[src/rtl/crossbar_scheduler.sv]
// crossbar_scheduler: round-robin scheduler for the 3-port packet switch.
// Inspects the show-ahead head of each input FIFO, resolves output contention
// with one rotating pointer per output, then pops winners and drives the
// output mux selects and output-RAM write strobes.
// Sequence per word: ARB (decide) -> XFER (strobes) -> SETTLE (FIFO heads update).
// Optional feature: define STATS_EN to add forward/drop counters on readdata.
module crossbar_scheduler (
  input  logic        clk,
  input  logic        reset,
  input  logic        fifo_empty1,
  input  logic        fifo_empty2,
  input  logic        fifo_empty3,
  input  logic [31:0] fifo_out1,
  input  logic [31:0] fifo_out2,
  input  logic [31:0] fifo_out3,
  input  logic        out_full1,
  input  logic        out_full2,
  input  logic        out_full3,
  output logic        fifo_rd1,
  output logic        fifo_rd2,
  output logic        fifo_rd3,
  output logic [1:0]  mux_sel1,
  output logic [1:0]  mux_sel2,
  output logic [1:0]  mux_sel3,
  output logic        out_ram_wr1,
  output logic        out_ram_wr2,
  output logic        out_ram_wr3,
  input  logic [1:0]  stat_addr,
  output logic [31:0] readdata
);

  typedef enum logic [1:0] {ARB = 2'd0, XFER = 2'd1, SETTLE = 2'd2} state_t;

  state_t          state_q, state_d;
  logic [2:0]      empty_v;
  logic [3:0]      full_ext;     // indexed by dest; entry 0 (drop) never blocks
  logic [2:0][1:0] dest_v;
  logic [2:0]      elig_v;
  logic [2:0]      drop_v;
  logic [2:0]      fwd_pop_v;    // input won some output this ARB
  logic [2:0][1:0] win_v;        // per output: winning input 1..3, 0 = none
  logic [2:0]      fifo_rd_q, fifo_rd_d;
  logic [2:0]      out_wr_q, out_wr_d;
  logic [2:0][1:0] mux_sel_q, mux_sel_d;
  logic [2:0][1:0] rr_ptr_q, rr_ptr_d;
  logic            unused_payload;

  assign empty_v  = {fifo_empty3, fifo_empty2, fifo_empty1};
  assign full_ext = {out_full3, out_full2, out_full1, 1'b0};
  assign dest_v   = {fifo_out3[31:30], fifo_out2[31:30], fifo_out1[31:30]};
  // Payload bits are routed by the datapath mux, not inspected here.
  assign unused_payload = ^{fifo_out1[29:0], fifo_out2[29:0], fifo_out3[29:0]};

  // Highest-priority requester starting at ptr, wrapping 3 -> 1.
  function automatic logic [1:0] pick(input logic [1:0] ptr, input logic [2:0] req);
    case (ptr)
      2'd2:    pick = req[1] ? 2'd2 : req[2] ? 2'd3 : req[0] ? 2'd1 : 2'd0;
      2'd3:    pick = req[2] ? 2'd3 : req[0] ? 2'd1 : req[1] ? 2'd2 : 2'd0;
      default: pick = req[0] ? 2'd1 : req[1] ? 2'd2 : req[2] ? 2'd3 : 2'd0;
    endcase
  endfunction

  // Pointer moves just past the input that was served: (in mod 3) + 1.
  function automatic logic [1:0] ptr_next(input logic [1:0] granted);
    case (granted)
      2'd1:    ptr_next = 2'd2;
      2'd2:    ptr_next = 2'd3;
      default: ptr_next = 2'd1;
    endcase
  endfunction

  for (genvar gi = 0; gi < 3; gi++) begin : g_in
    assign elig_v[gi]    = !empty_v[gi] && !full_ext[dest_v[gi]];
    assign drop_v[gi]    = elig_v[gi] && (dest_v[gi] == 2'd0);
    assign fwd_pop_v[gi] = (win_v[0] == 2'(gi + 1)) || (win_v[1] == 2'(gi + 1)) ||
                           (win_v[2] == 2'(gi + 1));
  end

  for (genvar gi = 0; gi < 3; gi++) begin : g_out
    logic [2:0] req;
    for (genvar gj = 0; gj < 3; gj++) begin : g_req
      assign req[gj] = elig_v[gj] && (dest_v[gj] == 2'(gi + 1));
    end
    assign win_v[gi] = pick(rr_ptr_q[gi], req);
  end

  // Next state, registered strobes and pointer updates.
  always_comb begin
    state_d   = state_q;
    fifo_rd_d = '0;
    out_wr_d  = '0;
    mux_sel_d = '0;
    rr_ptr_d  = rr_ptr_q;
    case (state_q)
      ARB: begin
        if (|(drop_v | fwd_pop_v)) begin
          fifo_rd_d = drop_v | fwd_pop_v;
          for (int k = 0; k < 3; k++) begin
            mux_sel_d[k] = win_v[k];
            out_wr_d[k]  = (win_v[k] != 2'd0);
          end
          state_d = XFER;
        end
      end
      XFER: begin
        for (int k = 0; k < 3; k++) begin
          if (out_wr_q[k]) rr_ptr_d[k] = ptr_next(mux_sel_q[k]);
        end
        state_d = SETTLE;
      end
      SETTLE:  state_d = ARB;
      default: state_d = ARB;
    endcase
  end

  // State, strobe and pointer registers; reset clears strobes immediately.
  always_ff @(posedge clk or posedge reset) begin
    if (reset) begin
      state_q   <= ARB;
      fifo_rd_q <= '0;
      out_wr_q  <= '0;
      mux_sel_q <= '0;
      rr_ptr_q  <= {2'd1, 2'd1, 2'd1};
    end else begin
      state_q   <= state_d;
      fifo_rd_q <= fifo_rd_d;
      out_wr_q  <= out_wr_d;
      mux_sel_q <= mux_sel_d;
      rr_ptr_q  <= rr_ptr_d;
    end
  end

  assign fifo_rd1    = fifo_rd_q[0];
  assign fifo_rd2    = fifo_rd_q[1];
  assign fifo_rd3    = fifo_rd_q[2];
  assign mux_sel1    = mux_sel_q[0];
  assign mux_sel2    = mux_sel_q[1];
  assign mux_sel3    = mux_sel_q[2];
  assign out_ram_wr1 = out_wr_q[0];
  assign out_ram_wr2 = out_wr_q[1];
  assign out_ram_wr3 = out_wr_q[2];

`ifdef STATS_EN
  logic [2:0]       drop_q, drop_d;
  logic [3:0][31:0] cnt_q, cnt_d;   // [0..2] = fwd1..3, [3] = drop_cnt
  logic [1:0]       drop_num;

  assign drop_num = {1'b0, drop_q[0]} + {1'b0, drop_q[1]} + {1'b0, drop_q[2]};

  // Remember which pops were drops so XFER can count them; counters wrap.
  always_comb begin
    drop_d = (state_q == ARB) ? drop_v : 3'b000;
    cnt_d  = cnt_q;
    if (state_q == XFER) begin
      for (int k = 0; k < 3; k++) begin
        cnt_d[k] = cnt_q[k] + {31'd0, out_wr_q[k]};
      end
      cnt_d[3] = cnt_q[3] + {30'd0, drop_num};
    end
  end

  // Statistics registers.
  always_ff @(posedge clk or posedge reset) begin
    if (reset) begin
      drop_q <= '0;
      cnt_q  <= '0;
    end else begin
      drop_q <= drop_d;
      cnt_q  <= cnt_d;
    end
  end

  assign readdata = cnt_q[stat_addr];
`else
  logic unused_stat;
  assign unused_stat = ^stat_addr;
  assign readdata    = 32'd0;
`endif

endmodule

[config.mk]
export PLATFORM = sky130hd
export DESIGN_NAME = crossbar_scheduler
export DESIGN_NICKNAME = d
export VERILOG_FILES = /design/src/rtl/crossbar_scheduler.sv
export SDC_FILE = /design/constraint.sdc
export NUM_CORES = 1
export LEC_CHECK = 0
export BUFFER_PORTS_ARGS = -buffer_cell sky130_fd_sc_hd__buf_2
export CORE_MARGIN = 2
export CORE_UTILIZATION = 34
export DETAILED_ROUTE_END_ITERATION = 6
export GPL_ROUTABILITY_DRIVEN = 1
export GPL_TIMING_DRIVEN = 0
export PLACE_DENSITY = 0.89
export SYNTH_ARGS = -nofsm -noshare
export SYNTH_HDL_FRONTEND = slang
export SYNTH_SLANG_ARGS = --single-unit
[constraint.sdc]
create_clock -name clk -period 1.7 [get_ports clk]
set_input_delay 0.085 -clock clk [delete_from_list [all_inputs] [get_ports clk]]
set_output_delay 0.085 -clock clk [all_outputs]
set_load 0.02 [all_outputs]
# Word level (Yosys, flattened, before mapping)
# Cells that the tools add are included.
# W data, S select, Z words.
# op_classes
magnitude_cmp	3
reduce_logical	38
bitwise_logic	1
eq_ne	32
muxes	47
# op_table
operator	n
$mux W2	25
$eq A2 B2 Y1 const B	21
$pmux W2 S2	7
$eq A2 B1 Y1 const B	10
$logic_and A1 B1 Y1	15
$mux W3	4
$mux W6	2
$lt A2 B3 Y1 const B	3
$logic_not A2 Y1	4
$bmux W1 S2	3
$logic_not A1 Y1	6
$logic_or A1 B1 Y1	6
$mux W1	6
$reduce_and A2 Y1	3
$reduce_bool A2 Y1	3
$or A3 B3 Y3	1
$reduce_or A3 Y1	1
$ne A2 B2 Y1 const B	1
# word_totals
elab_cells	130
register_bits	20
output_inout_bits	44

# Depth between registers and ports, before layout
# depth
depth_word	16
depth_mapped	5
ltp_nobuf	5

# Least setup slack after synthesis
# No wires, ideal clock.
# synth_path
kind	in2reg
start	input port out_full2
end	register state_q[0]
stages	5
required_time_ns	1.559
path_slack_ns	0.202
arrival_ns	1.357
path_cell_list	or4b_4 > o21bai_1 > a21o_1 > a221oi_4 > a41oi_2
# synth_between
elab_chain_cells	15
# synth_lines
item	line_no	rtl
start, declared	17	input logic out_full2,
$bmux W1 S2	73	assign elig_v[gi] = !empty_v[gi] && !full_ext[dest_v[gi]];
$mux W1 (implied by the code)	73	
$logic_not A1 Y1	73	
$logic_and A1 B1 Y1	73	
$logic_and A1 B1 Y1	82	assign req[gj] = elig_v[gj] && (dest_v[gj] == 2'(gi + 1));
$mux W2 (tied with other cells)	59	default: pick = req[0] ? 2'd1 : req[1] ? 2'd2 : req[2] ? 2'd3 : 2'd0;
$mux W2, on equally long branches (2 in series)	59, 57, 58	
$pmux W2 S2	56	case (ptr)
$eq A2 B1 Y1 or $eq A2 B2 Y1 (tied branches)	75	assign fwd_pop_v[gi] = (win_v[0] == 2'(gi + 1)) || (win_v[1] == 2'(gi + 1)) ||
$logic_or A1 B1 Y1 (2 in series)	75	
$or A3 B3 Y3 *	96	if (|(drop_v | fwd_pop_v)) begin
$reduce_or A3 Y1 *	96	
$ne A2 B2 Y1 (no line) *	-	
end signal, assigned	125	state_q <= state_d;
end, declared	34	state_t state_q, state_d;
# Every way passes the cells marked *; elsewhere a longest branch is shown, timed or not. The select of a mux whose other input is x is not followed.
# A chain may end at the register's enable or synchronous reset.

# Worst setup path in the final report
# layout_path
start	input port out_full1
end	register state_q[0]
# layout_between
elab_chain_cells	15
# layout_lines
item	line_no	rtl
start, declared	16	input logic out_full1,
$bmux W1 S2	73	
$mux W1 (implied by the code)	73	
$logic_not A1 Y1	73	
$logic_and A1 B1 Y1	73	
$logic_and A1 B1 Y1	82	
$mux W2 (tied with other cells)	59	
$mux W2, on equally long branches (2 in series)	59, 57, 58	
$pmux W2 S2	56	
$eq A2 B1 Y1 or $eq A2 B2 Y1 (tied branches)	75	
$logic_or A1 B1 Y1 (2 in series)	75	
$or A3 B3 Y3 *	96	
$reduce_or A3 Y1 *	96	
$ne A2 B2 Y1 (no line) *	-	
# Marked as above.

==> results.json <==
{
  "cp.depth": 5,
  "period_needed_ps": 1470,
  "slew_headroom_pct": 49.0,
  "final_util_pct": 45.5,
  "grt_max_degree": 21,
  "hold_class": "input port to flop",
  "die_area_mm2": 0.00440,
  "cp_num_buf_inv": 1,
  "stdcell_count": 244,
  "wirelength_mm": 2.71,
  "crit_chain": "buf_2 > nor4b_1 > o21ai_2 > a221oi_4 > a41oi_2",
  "skew_ps": 5.25,
  "dieWidth_um": 66.3,
  "portBuffers": 25,
  "drt-pass1-iter-count": 4,
  "crit_path_end_kind": "flop",
  "whs_path_depth": 3,
  "final_max_slew_viol_count": 0,
  "ys.flop_type": "dfrtp_1",
  "synth-seq-cells": 20,
  "grt_pass1_wl_mm": 4.20,
  "drtIter0Drc": 58,
  "setup_violations": 0,
  "worst_slew_pin_slew_ps": 755,
  "grt_usage_pct": 12.9,
  "antenna_found_initial": 0,
  "path_class": "input port to flop",
  "area_growth_pct": 27.0,
  "synthCells": 135,
  "ant_nets": 0,
  "max_freq_ghz": 0.680,
  "cp.arrival_ps": 1600,
  "vias": 1052,
  "timing.hold.ws_ps": 248,
  "post_drt_wl_per_cell_um": 11.1,
  "post_cts_buffers": 0,
  "rr_worst_depth": 5,
  "cts_inserted_buffers": 3,
  "p_per_area_mw_per_mm2": 959,
  "ctsResizeCount": 0,
  "cts_root_buffer": "clkbuf_8",
  "static-leakage-power_nw": 0.866,
  "diodes": 0,
  "cap_violations": 0,
  "final_area_mm2": 0.00168,
  "final_cell_mix": "buf_4, conb_1, buf_2, dfrtp_1, nand2_1",
  "finalCritPeriodShare_pct": 86.5,
  "synth_largest_area_cell": "dfrtp_1",
  "overflow": 0,
  "crit_fanout": 6,
  "cts_tree": "yes",
  "path_clk_slew_ps": 70,
  "dp_cells": 239,
  "critPathSlowestCell": "nor4b_1",
  "critPathMaxStageDelay_ps": 690,
  "drc": 0,
  "clkSinkCount": 20,
  "synth_top_area_share_pct": 32.2,
  "io_pins": 150,
  "start_kind": "input port",
  "ys_seq_area_share_pct": 38.2,
  "cts_hold_buffers": 1,
  "gp_congestion": 0.848,
  "dpl_cell_area_mm2": 0.00162,
  "start_util_pct": 35.8,
  "status": "completed",
  "core.rowCount": 22,
  "worstPathRequired_ps": 1830,
  "hpwl_mm": 2.17,
  "worst_slack_ps": 230,
  "grt_pass1_vias": 933,
  "die_y_um": 66.3,
  "yosysUniqueCellTypes": 40,
  "clk_path_buf_depth": 2,
  "path_delay_family": "simple AND/OR/NAND/NOR gates",
  "vias_per_cell": 4.31,
  "rsz0062_at_grt": "no",
  "nets": 306,
  "setup_tns_ps": 0,
  "peakVddDrop_uv": 431,
  "core_region_area_mm2": 0.00369,
  "insertion_delay_ps": 260,
  "drive_above_1_share_pct": 36.7,
  "yosysWarnings": 0,
  "async_reset_ff_share_pct": 100,
  "yosys-top-cells-area": "dfrtp_1, buf_4, dfstp_2",
  "synth_edf_count": 0,
  "synth_area_mm2": 0.00132,
  "syn_avg_cell_area_um2": 9.79,
  "hold_viol": 0,
  "total_power_mw": 1.61,
  "place_ws_ps": -45.5,
  "h-tree-depth": 1
}
## cells by family (layout without fill, tap and decap cells)
group	after synthesis	after routing	synth area share [%]
AO/OA/AOI/OAI	33	33	18.9
adder cells (fa/ha/maj)	3	3	2.84
other	1	32	0.284
flip-flops	20	20	38.2
buffers and inverters	37	67	20.0
AND/OR/NAND/NOR	41	41	19.8
## synth_stat cells (all sizes together), types with 2 or more instances
master and instances:
o21a 2, inv 4, a21oi 5, o22ai 2, dfrtp 17, or2 2
nor4b 3, buf 32, o22a 2, ha 3, a21boi 2, nor2b 2
o21ai 10, nand2 15, a221oi 2, dfstp 3, or4b 4, nor2 6
nand2b 2, nand4bb 2
## metal layers
layer  global-route usage [%]  part of all wire (%)  vias to the layer above  wire length, um
met3                     2.39                   8.8                        4              238
li1                         -                     -                      538                -
met1                     17.4                    45                      465             1220
met2                     20.0                    45                       45             1210
met5                        0                     0                        -                0
met4                     6.12                   1.5                        0               40
## worst paths after layout
| kind | startpoint | endpoint | slack (ps) |
|---|---|---|---|
| setup reg to reg | rr_ptr_q[4] | state_q[0] | 250 |
| hold reg to reg | rr_ptr_q[2] | rr_ptr_q[2] | 490 |
| setup / recovery | out_full1 | state_q[0] | 230 |
| min in group asynchronous | reset | fifo_rd_q[1] | 500 |
| hold / removal | out_full3 | mux_sel3[1] | 250 |
| max in group asynchronous | reset | rr_ptr_q[1] | 720 |
## area by class of cell
type	instances	area [um2]
fillers	381	2010
multi-input cells	109	669
flip-flops and latches	20	504
plain buffers	33	249
repair buffers	26	135
well taps	48	60.1
clock buffers	4	45.0
inverters	4	15.0
## worst reg2reg max path: stages, from the launching register on
cell	delay [ps]
dfstp_2	570
nor2b_1	50
o22ai_1	160
o32ai_1	160
a221oi_4	250
a41oi_2	120
## registers in the layout, indices dropped and copies added, names as in the netlist
| register | flops |
|---|---|
| out_wr_q | 3 |
| state_q | 2 |
| mux_sel3 | 2 |
| rr_ptr_q | 6 |
| mux_sel1 | 2 |
| fifo_rd_q | 3 |
| mux_sel2 | 2 |
## report_power, final
part / switching (mW) / internal, mW / leakage (nW)
Sequential: 0.0963 / 0.627 / 0.261
Combinational: 0.352 / 0.218 / 0.582
Clock: 0.149 / 0.167 / 0.0228
(Power assumes the default switching activity.)
